==> config.mk <==
export PLATFORM = sky130hd
export DESIGN_NAME = shift_register8
export DESIGN_NICKNAME = d
export VERILOG_FILES = /design/src/rtl/shift_register8.sv
export SDC_FILE = /design/constraint.sdc
export NUM_CORES = 1
export LEC_CHECK = 0
export ABC_AREA = 1
export CAP_MARGIN = 40
export CELL_PAD_IN_SITES_DETAIL_PLACEMENT = 0
export CELL_PAD_IN_SITES_GLOBAL_PLACEMENT = 1
export CORE_MARGIN = 8
export CORE_UTILIZATION = 29
export CTS_CLUSTER_DIAMETER = 40
export DETAILED_ROUTE_END_ITERATION = 8
export HOLD_SLACK_MARGIN = 0.15
export PLACE_DENSITY_LB_ADDON = 0.1
export SLEW_MARGIN = 30
export SYNTH_ARGS = -nofsm -noshare
export SYNTH_HDL_FRONTEND = slang
export SYNTH_SLANG_ARGS = --single-unit
==> constraint.sdc <==
create_clock -name clk -period 1.5 [get_ports clk]
set_input_delay 0.15 -clock clk [delete_from_list [all_inputs] [get_ports clk]]
set_output_delay 0.15 -clock clk [all_outputs]
set_load 0.01 [all_outputs]
==> src/rtl/shift_register8.sv <==
// SPI byte shifter: hold, parallel load, or shift left/right by one bit on each enabled clk.
// Define SHIFTREG_BITCOUNT_EN to add the bitCount/frameDone outputs.
`ifndef HOLD
`define HOLD  2'd0
`endif
`ifndef LEFT
`define LEFT  2'd1
`endif
`ifndef RIGHT
`define RIGHT 2'd2
`endif
`ifndef PLOAD
`define PLOAD 2'd3
`endif

module shift_register8 #(
    parameter int width = 8
) (
    input  logic             clk,
    input  logic             rst_n,
    input  logic             serialClkposedge,
    input  logic [1:0]       mode,
    input  logic [width-1:0] parallelIn,
    input  logic             serialIn,
    output logic [width-1:0] parallelOut,
    output logic             serialOut
`ifdef SHIFTREG_BITCOUNT_EN
    ,
    output logic [$clog2(width):0] bitCount,
    output logic                   frameDone
`endif
);

    logic [width-1:0] shreg_d, shreg_q;

    always_comb begin
        shreg_d = shreg_q;
        if (serialClkposedge) begin
            case (mode)
                `LEFT:   shreg_d = {shreg_q[width-2:0], serialIn};
                `RIGHT:  shreg_d = {serialIn, shreg_q[width-1:1]};
                `PLOAD:  shreg_d = parallelIn;
                default: shreg_d = shreg_q;
            endcase
        end
    end

    always_ff @(posedge clk or negedge rst_n) begin
        if (!rst_n) shreg_q <= '0;
        else        shreg_q <= shreg_d;
    end

    assign parallelOut = shreg_q;
    // The outgoing bit is the one a shift in the current mode would discard.
    assign serialOut   = (mode == `RIGHT) ? shreg_q[0] : shreg_q[width-1];

`ifdef SHIFTREG_BITCOUNT_EN
    localparam int            CW   = $clog2(width) + 1;
    localparam logic [CW-1:0] LAST = CW'(width - 1);

    logic [CW-1:0] cnt_d, cnt_q;
    logic          done_d, done_q;

    // The count wraps on the shift that completes a frame, so it never holds width itself.
    always_comb begin
        cnt_d  = cnt_q;
        done_d = 1'b0;
        if (serialClkposedge) begin
            if (mode == `PLOAD) begin
                cnt_d = '0;
            end else if (mode == `LEFT || mode == `RIGHT) begin
                if (cnt_q == LAST) begin
                    cnt_d  = '0;
                    done_d = 1'b1;
                end else begin
                    cnt_d = cnt_q + CW'(1);
                end
            end
        end
    end

    always_ff @(posedge clk or negedge rst_n) begin
        if (!rst_n) begin
            cnt_q  <= '0;
            done_q <= 1'b0;
        end else begin
            cnt_q  <= cnt_d;
            done_q <= done_d;
        end
    end

    assign bitCount  = cnt_q;
    assign frameDone = done_q;
`endif

endmodule

; Word-level counts from Yosys, hierarchy flattened
; Index checks and enable logic that the tools add are counted.
[word_totals]
reg_bits = 8
input_bits = 14
out_inout_bits = 9
elab_cells = 8
[op_classes]
eq_ne = 3
muxes = 2
reduce_logical = 2
[op_table]
columns = operator, n
row1 = $pmux W8 S3, 1
row2 = $eq A2 B2 Y1 const B, 2
row3 = $reduce_bool A3 Y1, 1
row4 = $eq A2 B1 Y1 const B, 1
row5 = $reduce_and A2 Y1, 1
row6 = $mux W1, 1

; Depth between registers and ports, before layout
; Gate-level depths: netlist (run 1).
[logic_depth]
word_depth = 3
depth_mapped = 6

; Worst setup path after synthesis (run 1)
; Ideal clock, no wire load.
[synth_path]
path_type = input port to flip-flop
from = input mode[1]
to = register shreg_q[0] (netlist: parallelOut[0])
setup_time_ns = 0.117
arrival_ns = 0.668
t_required_ns = 1.383
setup_slack_ns = 0.715
path_stages = 5
path_buffers = 1
path_cell_list = buf_6 -> o21ai_4 -> inv_4 -> nand2_1 -> nand2_1
[synth_between]
elab_chain_cells = 3
elab_cells_between_ends = 6
cone_classes = eq/ne (3) / mux (1) / reduce/logical (2)
[synth_lines]
columns = element, line_no
row1 = start: declaration, 22  ; input logic [1:0] mode,
row2 = $eq A2 B2 Y1 / $eq A2 B1 Y1 (equally long branches), 39  ; case (mode)
row3 = $reduce_bool A3 Y1 (no line), n/a
row4 = $reduce_and A2 Y1 (no line), n/a
row5 = end signal: assignment, 50  ; else shreg_q <= shreg_d;
row6 = end: declaration, 34  ; logic [width-1:0] shreg_d, shreg_q;
; Parallel ways exist; a longest one is shown, timed or not.
; A chain may end at the register's enable or synchronous reset.

; Worst setup path in the final report (run 1)
[layout_path]
from = register shreg_q[0] (netlist: parallelOut[0])
to = output parallelOut[0]
[layout_rtl]
columns = element, line_no
row1 = end: declaration, 25  ; output logic [width-1:0] parallelOut,
; No word-level cell between the ends.

==> results by group, run 1 <==
Synthesis
  – Syn Inst Count: 74
  – Ys Warns: 0
  – Register area share after synthesis: 0.3819
  – Number of synthesized register bits: 8
  – Post-Syn Area: 524.3 sq um
  – Post-synthesis cell type count: 11
  – Post-synthesis net count: 88
  – Synth Area per Inst: 7.085 sq um

Floorplan
  – Die H: 58.52 um
  – Die width: 58.52 um
  – Starting Density: 0.3070
  – Core Rows: 15
  – Die area: 3424 sq um
  – I/O pin total: 23
  – Core ar.: 1708 sq um

Timing
  – Final hold vios: 0
  – Slew HR: 0.7289
  – Fin crit period: 1405 ps
  – Final slew viol count: 0
  – Setup ws final: 94.97 ps
  – Peak Freq: 0.7117 GHz
  – Final cycle utilization of the critical path: 0.9367
  – RSZ-0062 raised after global routing: no
  – Clock Skew: 5.417 ps
  – Final setup violation count: 0
  – TNS Setup: 0 ps
  – Worst Tran Pin Value: 405.4 ps

Final layout
  – Final Net Count: 122
  – Largest register FFs: 8
  – Most common cell after layout, fill and taps aside: nand2_1
  – Antenna Cells: 0
  – Commonest cells after routing, fill and taps aside: 33 x nand2_1, 24 x nand3_1, 19 x clkdlybuf4s50_1
  – Area Growth Syn to Fin: 60.38%
  – Fill cells: 171
  – Layout cells sized above 1: 0.1698

Detailed routing
  – Vias per std cell: 4.702
  – DR WL/cell: 12.97 um
  – Drt first-iter violations: 12
  – Total Wirelength: 1699 um
  – ANT nets after route: 0
  – Via count: 616
  – Drt first pass iters: 4
  – DRC: 0

Setup path
  – Crit path kind: flip-flop to primary output
  – Worst path required time: 1350 ps
  – Critical path endpoint category: primary output
  – Crit path arrival time: 1260 ps
  – Worst Path Max Fanout: 3
  – CP startpoint kind: flip-flop

Hold path
  – Hold Path Class: input port to asynchronous set/reset pin

Clocking
  – Post-cts hold buffer count: 0
  – CTS root buf: clkbuf_4
  – CTS tree: yes
  – Clk slew on worst S/H paths: 60 ps
  – Clk_lat worst skew: 260 ps
  – Clock Sinks: 8
  – Bufs on Longest Clock Path: 2
  – Num CTS Buffers: 3
  – H-tree levels: 1

Power and ir drop
  – Clock power share: 0.233
  – Leakage: 0.4220 nW
  – Share of total power in combinational logic: 0.379
  – Pint: 0.0005021 W
  – Psw: 0.0002385 W
  – Sequential share of power: 0.388
  – Worst VDD drop: 366.4 uV
  – Power per cell area: 880.9 nW/um^2
  – Switching Share: 0.3221

Run status
  – Status: finished, final reports clean

Global route
  – Vias in the first global route: 664
  – Pin count of the biggest net entering global routing: 10
  – First-pass GRT wire length: 2780 um
  – Initial antenna violation count: 0
  – GRT Overall Usage: 0.1055
  – Gr ovfl total: 0

Place
  – Post-DP HPWL: 1240 um
  – I/O Buffers: 22
  – RD Place Congestion: 0.7230
  – Place WS: -95.08 ps

Run
  – Max-Cap Viols: 0
[synth_stat cells]
| library cell | number | share of area |
|---|---|---|
| o21ai_0 | 1 | 0.0095 |
| dfrtp_1 | 8 | 0.38 |
| nand3_1 | 24 | 0.23 |
| clkbuf_8 | 1 | 0.026 |
| o21ai_4 | 1 | 0.031 |
| inv_4 | 2 | 0.024 |
| nand2_1 | 33 | 0.24 |
| nand3_2 | 1 | 0.019 |
| buf_6 | 1 | 0.021 |
| buf_4 | 1 | 0.014 |
| inv_2 | 1 | 0.0072 |
[cell type report]
type	instances	area, sq um	area share
clock buffer	3	22.52	0.02679
inverter	3	16.27	0.01935
tap	25	31.28	0.03720
sequential	8	200.2	0.2381
timing repair buffer	32	295.3	0.3512
multi-input combinational	60	275.3	0.3274
[worst paths after layout]
| check | startpoint | endpoint | slack, ps | depth (start not counted) |
|---|---|---|---|---|
| hold / removal | rst_n | parallelOut[2] | 180 | 1 |
| setup / recovery | parallelOut[0] | parallelOut[0] | 90 | 2 |
| hold reg to reg | parallelOut[3] | parallelOut[3] | 540 | 2 |
| setup reg to reg | parallelOut[7] | parallelOut[6] | 640 | 5 |
| max in group asynchronous | rst_n | parallelOut[0] | 1030 | 1 |
| min in group clk | parallelOut[3] | parallelOut[3] | 540 | 2 |
[stage by stage]
step | cell area [sq um] | std cells | hold slack (ps) | total power [W] | utilization
after global routing | 840.8 | 131 | 194.4 | 0.0007942 | 0.4923
after floorplan | 524.3 | 74 | -145.6 | 0.0004059 | -
after detailed placement | 803.3 | 126 | 465.0 | 0.0005652 | 0.4703
final | 840.8 | 131 | 183.3 | 0.0007406 | 0.4923
after global placement | 803.3 | 126 | 469.1 | 0.0005652 | 0.4703
after CTS | 830.8 | 130 | 180.5 | 0.0007480 | 0.4864
[routing by layer]
layer  global-route usage  share of wire
met4              0.06294         0.0071
met3              0.03261          0.080
met5                    0              0
met1               0.1100           0.45
met2               0.1811           0.47
[power groups by stage]
stage               clock network [W]  registers (W)  logic [W]
floorplan                           0       0.000305   0.000101
global placement                    0       0.000295   0.000270
detailed placement                  0       0.000294   0.000271
CTS                          0.000180       0.000290   0.000278
global route                 0.000188       0.000294   0.000313
finish                       0.000173       0.000287   0.000281
[cells by family (layout without fill, tap and decap cells)]
kind of cell / after synthesis / after routing / share of synthesized area
flops: 8 / 8 / 0.3819
simple gates: 58 / 58 / 0.4845
compound gates: 2 / 2 / 0.04057
buf+inv: 6 / 38 / 0.09307
[critical path, stage by stage, from the launching register on]
cell and delay [ps]:
dfrtp_1 350, buf_4 120, clkdlybuf4s50_1 530
[repair_timing]
action                                  4_1_cts  5_1_grt
setup buffers                                 1        1
gates resized for setup                       2        1
endpoints found under the setup margin        1        1
(Power assumes the default switching activity.)
==> inputs of run 2 (changes only) <==
--- a/config.mk
+++ b/config.mk
@@ -15,5 +15,5 @@
 export DETAILED_ROUTE_END_ITERATION = 8
 export HOLD_SLACK_MARGIN = 0.15
-export PLACE_DENSITY_LB_ADDON = 0.1
+export PLACE_DENSITY = 0.78
 export SLEW_MARGIN = 30
 export SYNTH_ARGS = -nofsm -noshare
==> constraint.sdc (replaced) <==
create_clock -name clk -period 1.5 [get_ports clk]
set_input_delay 0.225 -clock clk [delete_from_list [all_inputs] [get_ports clk]]
set_output_delay 0.225 -clock clk [all_outputs]
set_load 0.01 [all_outputs]
==> run 2 against run 1 <==
Against the previous run:
- utilization fell by 0.73 points
- clock power decreased by 6%
- worst hold slack gained 72 ps
- largest power group unchanged
- highest routed layer unchanged
==> results by group, run 2 (synthesis results as in run 1) <==
Detailed routing
  – Vias per std cell: 4.574 (-2.7%)
  – DRC: 0 (unchanged)
  – Drt first pass iters: 4 (unchanged)
  – ANT nets after route: 0 (unchanged)
  – Drt first-iter violations: 12 (unchanged)
  – DR WL/cell: 12.65 um (-2.5%)
  – Total Wirelength: 1632 um (-3.9%)
  – Via count: 590 (-4.2%)

Floorplan
  – Core ar.: 1708 sq um (unchanged)
  – I/O pin total: 23 (unchanged)
  – Die area: 3424 sq um (unchanged)
  – Core Rows: 15 (unchanged)
  – Die H: 58.52 um (unchanged)
  – Starting Density: 0.3070 (unchanged)
  – Die width: 58.52 um (unchanged)

Global route
  – Vias in the first global route: 612 (-7.8%)
  – GRT Overall Usage: 0.1043 (-0.001107)
  – Initial antenna violation count: 0 (unchanged)
  – Gr ovfl total: 0 (unchanged)
  – Pin count of the biggest net entering global routing: 14 (+4)
  – First-pass GRT wire length: 2760 um (-0.72%)

Place
  – Cells after DPL: 126 (unchanged)
  – Place WS: -264.5 ps (-169.4 ps)
  – Post-DP HPWL: 1264 um (+1.9%)
  – RD Place Congestion: 0.7508 (+3.8%)
  – I/O Buffers: 22 (unchanged)
  – DP Area: 803.3 sq um (unchanged)

Power and ir drop
  – Worst VDD drop: 454.0 uV (+24%)
  – Leakage: 0.4218 nW (about the same)
  – Power per cell area: 867.7 nW/um^2 (-1.5%)

Timing
  – Final setup violation count: 0 (unchanged)
  – Hold_ws: 255.1 ps (+71.81 ps)
  – Worst Tran Pin Value: 369.8 ps (-35.56 ps)
  – Clock Skew: 0.9319 ps (-4.485 ps)
  – Setup ws final: 47.20 ps (-47.76 ps)
  – Final slew viol count: 0 (unchanged)
  – Final cycle utilization of the critical path: 0.9685 (+0.03184)
  – Fin crit period: 1453 ps (+47.76 ps)
  – Final hold vios: 0 (unchanged)
  – Slew HR: 0.7527 (+0.02378)
  – RSZ-0062 raised after global routing: no
  – Peak Freq: 0.6883 GHz (-3.3%)

Clocking
  – CTS root buf: clkbuf_4
  – Postcts setup bufs: 0 (-1)
  – Clk_lat worst skew: 250 ps (about the same)
  – CTS tree: yes
  – H-tree levels: 1 (unchanged)
  – Bufs on Longest Clock Path: 2 (unchanged)
  – Clock Sinks: 8 (unchanged)
  – Num CTS Buffers: 3 (unchanged)
  – Clk slew on worst S/H paths: 50 ps (about the same)

Final layout
  – Antenna Cells: 0 (unchanged)
  – Final Net Count: 120 (-1.6%)
  – Most common cell after layout, fill and taps aside: nand2_1
  – Layout cells sized above 1: 0.1538 (-0.01597)
  – Final core utilization: 0.4850 (-0.007326)
  – Area Growth Syn to Fin: 58.00%
  – Largest register FFs: 8 (unchanged)
  – Commonest cells after routing, fill and taps aside: 33 x nand2_1, 24 x nand3_1, 18 x clkdlybuf4s50_1
  – Design area: 828.3 sq um (-1.5%)
  – Final Non-Filler Cells: 129 (-1.5%)

Setup path
  – CP max stage delay: 570 ps (+40 ps)
  – Worst path required time: 1270 ps (-80 ps)
  – Critical path endpoint category: primary output
  – CP max-delay cell: clkdlybuf4s50_1
  – Worst Path Max Fanout: 4 (+1)
  – Crit path kind: flip-flop to primary output
  – CP cell instances: clkdlybuf4s50_1
  – Delay-heaviest family, CP: buffers and inverters
  – CP startpoint kind: flip-flop
  – Crit path arrival time: 1230 ps (-30 ps)
  – Crit path buf inv count: 1 (-1)

Run
  – Max-Cap Viols: 0 (unchanged)

Run status
  – Status: finished, final reports clean

Hold path
  – Hold Path Class: input port to asynchronous set/reset pin
==> run 2: cell type report <==
class	instances	area, sq um
multi-input combinational	60	275.3
clock buffer	3	22.52
timing repair buffer	30	282.8
tap	25	31.28
inverter	3	16.27
sequential	8	200.2
fill	168	879.6
==> run 2: worst paths after layout <==
check | from | to | slack (ps) | cells past startpoint
setup / recovery | parallelOut[7] | parallelOut[7] | 50 | 1
hold / removal | rst_n | parallelOut[1] | 260 | 1
setup reg to reg | parallelOut[7] | parallelOut[6] | 700 | 4
hold reg to reg | parallelOut[2] | parallelOut[2] | 540 | 2
max in group asynchronous | rst_n | parallelOut[6] | 980 | 1
min in group clk | parallelOut[2] | parallelOut[2] | 540 | 2
==> run 2: repair_timing <==
action / 4_1_cts / 5_1_grt
gates cloned: 0 / 0
gates resized for setup: 3 / 2
hold buffers: 0 / 0
endpoints found under the setup margin: 1 / 2
==> run 2: metrics by stage <==
stage / setup TNS (ps) / power [W]
final: 0 / 0.0007187
after global routing: 0 / 0.0007749
after CTS: 0 / 0.0007379
after detailed placement: -264.5 / 0.0005691
after global placement: -225.9 / 0.0005660
after floorplan: 0 / 0.0004059
==> run 2: where the power goes <==
group	switching, W	internal (W)	leakage (nW)	total, W
logic	0.000116	0.000146	0.305	0.000262
clock network	0.0000717	0.0000915	0.0138	0.000163
registers	0.0000419	0.000252	0.103	0.000294
total	0.000229	0.000490	0.422	0.000719
==> run 2: routing by layer <==
metal | part of all wire | GRT usage | up-vias
met2 | 0.50 | 0.1685 | 14
met4 | 0.0074 | 0.05245 | 0
met3 | 0.063 | 0.03696 | 2
li1 | - | - | 305
met5 | 0 | 0 | -
met1 | 0.43 | 0.1182 | 269
==> inputs of run 3 (changes only) <==
CORE_AREA = 8 8 45 47   (was default)
CORE_MARGIN = default   (was 8)
CORE_UTILIZATION = default   (was 29)
DIE_AREA = 0 0 53 55   (was default)
DONT_BUFFER_PORTS = 1   (was default)
PLACE_DENSITY = 0.7   (was 0.78)
==> run 3 against run 2 <==
Against the previous run:
- sequential share of layout area rose by 13 points
- largest power group unchanged
- first-iteration DRC count grew 50%
- wire length decreased by 13%
- critical path type unchanged
- worst hold slack got worse by 40 ps
==> results by group, run 3 (synthesis results as in run 1) <==
Global route
  – Pin count of the biggest net entering global routing: 20 (+6)
  – Gr ovfl total: 0 (unchanged)
  – Vias in the first global route: 449 (-27%)
  – First-pass GRT wire length: 2152 um (-22%)
  – GRT Overall Usage: 0.09901 (-0.005334)
  – Initial antenna violation count: 0 (unchanged)

Clocking
  – CTS root buf: clkbuf_4
  – H-tree levels: 1 (unchanged)
  – Clk slew on worst S/H paths: 50 ps (about the same)
  – Bufs on Longest Clock Path: 2 (unchanged)
  – Clk_lat worst skew: 250 ps (about the same)
  – CTS tree: yes
  – Clock Sinks: 8 (unchanged)
  – Num CTS Buffers: 3 (unchanged)
  – Postcts setup bufs: 0 (unchanged)

Floorplan
  – Die area: 2915 sq um (-15%)
  – I/O pin total: 23 (unchanged)
  – Starting Density: 0.3788 (+0.07188)
  – Die width: 53 um (-9.4%)
  – Core Rows: 14 (-1)
  – Core ar.: 1384 sq um (-19%)
  – Die H: 55 um (-6.0%)

Final layout
  – Fill cells: 157 (-6.5%)
  – Most common cell after layout, fill and taps aside: nand2_1
  – Layout cells sized above 1: 0.1067 (-0.04718)
  – Largest register FFs: 8 (unchanged)
  – Area Growth Syn to Fin: 3.819%
  – Final Net Count: 91 (-24%)
  – Commonest cells after routing, fill and taps aside: 33 x nand2_1, 24 x nand3_1, 8 x dfrtp_1
  – Antenna Cells: 0 (unchanged)

Timing
  – Worst Tran Pin Value: 374.7 ps (+4.850 ps)
  – Final setup violation count: 0 (unchanged)
  – Clock Skew: 5.233 ps (+4.301 ps)
  – Peak Freq: 0.8752 GHz (+27%)
  – RSZ-0062 raised after global routing: no
  – Slew HR: 0.7494 (-0.003284)
  – TNS Setup: 0 ps (unchanged)
  – Final cycle utilization of the critical path: 0.7617 (-0.2068)
  – Final hold vios: 0 (unchanged)
  – Final slew viol count: 0 (unchanged)
  – Fin crit period: 1143 ps (-310.2 ps)

Setup path
  – Worst Path Max Fanout: 4 (unchanged)
  – CP max stage delay: 430 ps (-140 ps)
  – Crit path arrival time: 920 ps (-310 ps)
  – CP startpoint kind: flip-flop
  – Critical path endpoint category: primary output
  – CP max-delay cell: dfrtp_1
  – Crit path kind: flip-flop to primary output
  – Worst path required time: 1270 ps (about the same)
  – CP cell instances: o21ai_0 -> nand2_1

Hold path
  – Hold Path Class: input port to flip-flop

Place
  – I/O Buffers: 0 (-100%)
  – RD Place Congestion: 0.8175 (+8.9%)
  – Post-DP HPWL: 1097 um (-13%)

Run status
  – Status: finished, final reports clean

Power and ir drop
  – Worst VDD drop: 459.6 uV (+1.2%)
  – Leakage: 0.2778 nW (-34%)
  – Total power: 0.0005805 W (-19%)
  – Power per cell area: 1067 nW/um^2 (+23%)

Detailed routing
  – Drt first-iter violations: 18 (+6)
  – ANT nets after route: 0 (unchanged)
  – Via count: 507 (-14%)
  – Drt first pass iters: 4 (unchanged)
  – DRC: 0 (unchanged)
  – Total Wirelength: 1428 um (-13%)
  – Vias per std cell: 5.571 (+22%)
  – DR WL/cell: 15.69 um (+24%)

Run
  – Max-Cap Viols: 0 (unchanged)
run 3: critical path, delay by kind of cell (launching register included):
kind	cells	cell delay [ps]
flip-flops	1	430
AND/OR/NAND/NOR	1	130
AO/OA/AOI/OAI	1	120
run 3: repair_timing:
| action | CTS | global route |
|---|---|---|
| hold buffers | 1 | 0 |
| endpoints found under the setup margin | 0 | 0 |
| endpoints found under the hold margin | 8 | 0 |
| gates resized for setup | 0 | 0 |
run 3: cell type report:
class,instances,area [sq um],share of cell area
repair buffers,1,10.01,0.01839
well taps,16,20.02,0.03678
flip-flops and latches,8,200.2,0.3678
multi-input cells,60,275.3,0.5057
inverters,3,16.27,0.02989
clock buffers,3,22.52,0.04138
run 3: layer usage:
| layer | vias to the layer above | share of wire | GRT usage |
|---|---|---|---|
| li1 | 247 | - | - |
| met3 | 2 | 0.11 | 0.03476 |
| met2 | 18 | 0.47 | 0.1543 |
| met5 | - | 0 | 0 |
| met4 | 0 | 0.0063 | 0.05172 |
| met1 | 240 | 0.41 | 0.1176 |
run 3: where the power goes:
group | internal [W] | leakage (nW) | total [W] | switching, W
Clock | 0.0000911 | 0.0138 | 0.000157 | 0.0000661
Combinational | 0.0000440 | 0.161 | 0.000107 | 0.0000627
Sequential | 0.000252 | 0.103 | 0.000317 | 0.0000647
Total | 0.000387 | 0.278 | 0.000581 | 0.000193
run 3: path summary, 6_finish.rpt:
check                            startpoint        endpoint  slack (ps)  depth (start not counted)
hold reg to reg              parallelOut[0]  parallelOut[0]         600                          2
hold / removal             serialClkposedge  parallelOut[3]         210                          3
setup / recovery             parallelOut[7]       serialOut         360                          2
setup reg to reg             parallelOut[1]  parallelOut[0]         610                          4
max in group asynchronous             rst_n  parallelOut[6]         900                          1
min in group asynchronous             rst_n  parallelOut[1]         330                          1
run 3: through the flow:
stage / setup WS [ps] / util / cell area (sq um) / instances / hold WS, ps
floorplan: 606.9 / - / 524.3 / 74 / -70.59
global placement: 571.9 / 0.3698 / 511.7 / 87 / -70.33
detailed placement: 597.3 / 0.3698 / 511.7 / 87 / -70.33
CTS: 328.3 / 0.3933 / 544.3 / 91 / 208.9
global route: 253.4 / 0.3933 / 544.3 / 91 / 239.3
finish: 357.4 / 0.3933 / 544.3 / 91 / 215.0
